## src/rtl/ps_node_regs.sv

```systemverilog
// ps_node_regs: node-side responder on the PS configuration network.
// Accepts single-beat read/write requests addressed to NODE_ID, holds a bank
// of RW configuration registers plus read-only STATUS and ID words, and
// returns exactly one response beat per accepted request.
module ps_node_regs #(
  parameter int NODE_ID         = 0,
  parameter int NODE_ADDR_WIDTH = 4,
  parameter int DATA_WIDTH      = 32,
  parameter int NUM_REGS        = 8,
  parameter int ADDR_WIDTH      = 4
) (
  input  logic                           clk,
  input  logic                           rst,
  input  logic                           req_valid,
  output logic                           req_ready,
  input  logic [NODE_ADDR_WIDTH-1:0]     node_addr,
  input  logic [ADDR_WIDTH-1:0]          addr,
  input  logic                           wen,
  input  logic [DATA_WIDTH-1:0]          wdata,
  output logic                           rvalid,
  input  logic                           rready,
  output logic [DATA_WIDTH-1:0]          rdata,
  output logic                           wresp,
  output logic                           wready,
  output logic [NUM_REGS*DATA_WIDTH-1:0] cfg_out,
  output logic [NUM_REGS-1:0]            cfg_wr,
  input  logic [DATA_WIDTH-1:0]          status_in
);

  localparam logic [0:0] IDLE = 1'b0;
  localparam logic [0:0] RESP = 1'b1;

  localparam logic [NODE_ADDR_WIDTH-1:0] MY_NODE     = NODE_ADDR_WIDTH'(NODE_ID);
  localparam logic [ADDR_WIDTH-1:0]      STATUS_ADDR = ADDR_WIDTH'(NUM_REGS);
  localparam logic [ADDR_WIDTH-1:0]      ID_ADDR     = ADDR_WIDTH'(NUM_REGS + 1);
  localparam logic [DATA_WIDTH-1:0]      ID_VALUE    = DATA_WIDTH'(NODE_ID);

  logic [0:0]            state_q;
  logic                  accept;
  logic                  is_cfg;
  logic [DATA_WIDTH-1:0] cfg_q [NUM_REGS];
  logic [NUM_REGS-1:0]   wr_sel;
  logic [DATA_WIDTH-1:0] rd_value;
  logic                  rd_err;

  // Handshake flags come straight from the state so that an asynchronous
  // reset in RESP withdraws rvalid immediately.
  assign req_ready = (state_q == IDLE);
  assign rvalid    = (state_q == RESP);
  assign accept    = req_valid & req_ready & (node_addr == MY_NODE);
  assign is_cfg    = (addr < STATUS_ADDR);

  // Address decode: write strobes and the read value captured at accept.
  always_comb begin
    // NOTE: every output of this block gets a default first, so no path
    // leaves a variable unassigned and no latch is inferred.
    wr_sel   = '0;
    rd_value = '0;
    rd_err   = 1'b0;
    for (int i = 0; i < NUM_REGS; i++) begin
      if (addr == ADDR_WIDTH'(i)) begin
        wr_sel[i] = accept & wen;
        rd_value  = cfg_q[i];
      end
    end
    if (addr == STATUS_ADDR) begin
      rd_value = status_in;
    end else if (addr == ID_ADDR) begin
      rd_value = ID_VALUE;
    end else if (!is_cfg) begin
      rd_err = 1'b1;
    end
  end

  // Two-state FSM: IDLE waits for a request to this node, RESP holds the
  // response beat until the router consumes it.
  always_ff @(posedge clk or posedge rst) begin
    // NOTE: sequential state uses non-blocking assignments so every flop
    // samples pre-edge values regardless of block evaluation order.
    if (rst) begin
      state_q <= IDLE;
    end else if (state_q == IDLE) begin
      if (accept) state_q <= RESP;
    end else if (rready) begin
      state_q <= IDLE;
    end
  end

  // Response beat is captured once at accept and held unchanged in RESP.
  always_ff @(posedge clk or posedge rst) begin
    if (rst) begin
      rdata  <= '0;
      wresp  <= 1'b0;
      wready <= 1'b0;
    end else if (accept) begin
      wready <= wen;
      if (wen) begin
        rdata <= '0;
        wresp <= ~is_cfg;
      end else begin
        rdata <= rd_value;
        wresp <= rd_err;
      end
    end
  end

  // Configuration bank and the one-cycle write pulse that follows each write.
  always_ff @(posedge clk or posedge rst) begin
    if (rst) begin
      cfg_wr <= '0;
      // NOTE: this bank is a set of flops driving PL logic directly, not a
      // RAM, so it is reset; a real memory array would be left unreset.
      for (int i = 0; i < NUM_REGS; i++) cfg_q[i] <= '0;
    end else begin
      cfg_wr <= wr_sel;
      for (int i = 0; i < NUM_REGS; i++) begin
        if (wr_sel[i]) cfg_q[i] <= wdata;
      end
    end
  end

  // Flatten the bank onto the cfg_out bus, register i in slice i.
  for (genvar g = 0; g < NUM_REGS; g++) begin : g_cfg_out
    assign cfg_out[g*DATA_WIDTH +: DATA_WIDTH] = cfg_q[g];
  end

endmodule

```

## config.mk

```make
export PLATFORM = sky130hd
export DESIGN_NAME = ps_node_regs
export DESIGN_NICKNAME = d
export VERILOG_FILES = /design/src/rtl/ps_node_regs.sv
export SDC_FILE = /design/constraint.sdc
export NUM_CORES = 1
export LEC_CHECK = 0
export CAP_MARGIN = 20
export CELL_PAD_IN_SITES_DETAIL_PLACEMENT = 0
export CELL_PAD_IN_SITES_GLOBAL_PLACEMENT = 1
export CORE_AREA = 2 2 257 195
export CTS_CLUSTER_SIZE = 25
export DETAILED_ROUTE_END_ITERATION = 10
export DIE_AREA = 0 0 259 197
export GPL_TIMING_DRIVEN = 0
export PLACE_DENSITY_LB_ADDON = 0.12
export SLEW_MARGIN = 25
export SYNTH_ARGS = -nofsm -noshare
export SYNTH_HDL_FRONTEND = slang
export SYNTH_SLANG_ARGS = --single-unit
```

## constraint.sdc

```tcl
create_clock -name clk -period 19.4 [get_ports clk]
set_clock_uncertainty 0.2 [all_clocks]
set_input_delay 3.88 -clock clk [delete_from_list [all_inputs] [get_ports clk]]
set_output_delay 3.88 -clock clk [all_outputs]
set_load 0.01 [all_outputs]
```

==> impl_results.md <==
* Reg-to-Reg Start: rvalid
* Synth async-reset ratio at 100%
* Hpwl dp at 41.1 mm
* Fin. Hold Viols at 0
* Worst Setup SP: node_addr[1]
* Crit-path max FO at 10
* Layout fillers at 4654
* Pint at 1090 µW
* Reg2reg end: rdata[9]
* CP Class: in -> reg
* Num CTS Buffers at 35
* Starting DRT DRC Count at 643
* Max incr delay on CP at 0.77 ns
* Slowest CP cell: nor4_4
* Maximum clock frequency at 154 MHz
* Worst-Margin Slew at 1.02 ns
* Worst Hold Class: reg -> reg
* Largest net degree at the start of global routing at 90
* Outcome: complete, no violations
* First-pass GRT wire length at 83.0 mm
* Post-Syn Area at 13900 µm²
* I/O Pins at 377
* Part of the Yosys area used for sequential elements at 53.7%
* Slew Limit Fails at 0
* Commonest non-fill, non-tap cell in the layout: clkdlybuf4s50_1
* Sequential standard cell area at 7480 µm²
* Placement Setup Slack at 12.24 ns
* Net Sw Frac at 25.9%
* # H-tree levels at 2
* Static Leak at 0.00867 µW
* DRT Wirelength at 58.8 mm
* Synth unique cells at 37
* RSZ-0062 raised after global routing: no
* Rel. slew slack at 31.7%
* Row count at 70
* Mapped Cells at 1028
* Max IR drop VDD at 0.0590 mV
* Initial Util at 28.8%
* Clock network power share at 44.1%
* Total track usage at 22.7%
* Chip width at 259 µm
* Final cycle utilization of the critical path at 33.6%
* Switching power total at 383 µW
* Reg2Reg Setup Slack at 16.55 ns
* Final RePlAce weighted congestion at 0.770
* Core Area at 48400 µm²
* Buf+Inv Stages, Crit Path at 2
* Die Span Y at 197 µm
* Crit path max-delay family: simple AND/OR/NAND/NOR gates
* Worst-path cell chain: clkdlybuf4s50_1, or4_4, nor4_4, clkbuf_1, o21ai_0, o21ai_1
* 1st-pass router iterations at 5
* Crit end category: flop
* PD cells at 75.0 nW/µm²
* CTS tree: yes
* Post-layout min period at 6.51 ns
* Clock slew at reported path FFs at 0.06 ns
* Setup crit end: rdata[9]
* YS warnings at 0
* Area of the multi-input gates at 6020 µm²
* MaxCap Viol Count at 0
* Critical Path Stages at 6
* Clock Path Buffers at 3
* CTS sink count at 299
* DR vias/cell at 5.07
* Insertion delay to the later sink of the worst-skew pair at 0.54 ns
* Vias in the first global route at 11024
* Final nets at 1520
* Number of enable flip-flop cells after synthesis at 0
* R2R cell count at 5
* Clk root buf: clkbuf_16
* Seq pwr share at 44.5%
* DIE AREA at 51000 µm²
* Post-Syn Nets at 1105
* Post-Synthesis Mean Instance Area at 13.6 µm²
* Resize count post-CTS at 0
* Crit path launch type: input port
* Final worst slack at 12.89 ns
* WP data required at 19.65 ns
* Seq cells post-synth at 299
* Remaining Overflow, GRT at 0
* Comb power frac at 11.4%
* Via count at 10739
* Post-CTS Hold Fix Bufs at 0
* Initial antenna violation count at 2
* Share of cells above drive strength 1 at 27.7%
* Port Buffers at 375
* Commonest non-fill, non-tap cells in the layout: 375 x clkdlybuf4s50_1, 299 x dfrtp_1, 255 x mux2_2, 64 x a21oi_1, 50 x o21ai_0
* Final setup TNS at 0 ns
* Post-CTS Setup Bufs at 0
* Post-route ant nets at 0
* Critical Path AT at 6.76 ns
* DRC at 0
* Wirelength per Cell at 27.8 µm
* Layout area overhead at 41.4%
* Predominant post-synthesis flop cell: dfrtp_1
* Setup violations, final at 0
## power groups by stage
stage / registers (µW) / logic, µW / clock network [µW]
2_1_floorplan: 674 / 64.3 / 0
6_report: 658 / 168 / 651
5_1_grt: 660 / 181 / 693
3_3_place_gp: 669 / 168 / 0
4_1_cts: 658 / 171 / 669
3_5_place_dp: 669 / 170 / 0
## worst register-to-register path: stages, from the launching register on
cell      delay [ns]
dfrtp_1         0.41
nand2b_1        0.30
nor4_4          0.87
clkbuf_1        0.62
o21ai_0         0.21
o21ai_1         0.18
## cell type report
type | count | area share, %
sequential | 299 | 38.0
multi-input combinational | 643 | 30.6
timing repair buffer | 378 | 19.5
clock buffer | 54 | 5.32
tap | 648 | 4.11
buffer | 79 | 2.10
clock inverter | 8 | 0.292
inverter | 7 | 0.171
antenna | 1 | 0.0127
## per-stage QoR
step                      instances  hold slack, ns  instance area (µm²)  total power [µW]  utilization (%)
after floorplan                1028           0.316                13900               738                -
after global placement         2051           0.296                18500               837             38.2
after detailed placement       2054           0.315                18600               839             38.4
after CTS                      2116           0.331                19700              1500             40.7
after global routing           2117           0.348                19700              1530             40.7
final                          2117           0.325                19700              1480             40.7
## routing by layer
layer  share of wire [%]  up-vias  GRT usage [%]
met5                   0        -              0
met4                 2.1        0           5.46
li1                    -     4710              -
met1                  47     5659           32.5
met3                 6.3       67           5.79
met2                  44      303           34.2
## synth_stat cells, drive strengths merged (2+ instances only)
| library cell | number | share of area, % |
|---|---|---|
| mux4 | 32 | 5.2 |
| nor3 | 6 | 0.38 |
| dfrtp | 299 | 54 |
| nor4 | 4 | 0.50 |
| o32a | 28 | 2.0 |
| clkbuf | 34 | 0.92 |
| o221a | 4 | 0.32 |
| inv | 7 | 0.19 |
| a21oi | 64 | 2.3 |
| nand2 | 3 | 0.081 |
| a211oi | 4 | 0.22 |
| nand4 | 2 | 0.18 |
| a22oi | 32 | 1.7 |
| buf | 45 | 2.0 |
| o21ai | 66 | 2.4 |
| nor2 | 35 | 1.1 |
| nand2b | 36 | 1.6 |
| mux2 | 257 | 21 |
| a2bb2oi | 28 | 1.8 |
| nor2b | 3 | 0.13 |
| mux2i | 28 | 2.0 |
| and3 | 4 | 0.18 |
## sequential cells by signal (all words and copies together) (netlist names)
register  count
rdata        32
cfg_out     256
cfg_wr        8
rvalid        1
wready        1
wresp         1
## worst min-delay path by stage
stage	from	end	depth (start not counted)
CTS	cfg_out[9]	cfg_out[9]	1
finish	rdata[2]	rdata[2]	2
global route	cfg_out[60]	cfg_out[60]	1
detailed placement	cfg_out[155]	cfg_out[155]	1
global placement	wready	wready	1
floorplan	wresp	wresp	2
## cell families after synthesis
group / after synthesis / synth area share, %
muxes: 317 / 27.9
DFF: 299 / 53.7
AOI/OAI and AO/OA: 227 / 10.8
and+or+nand+nor: 99 / 4.47
buffers and inverters: 86 / 3.14
Note: power is estimated with default switching activity, not from simulation.
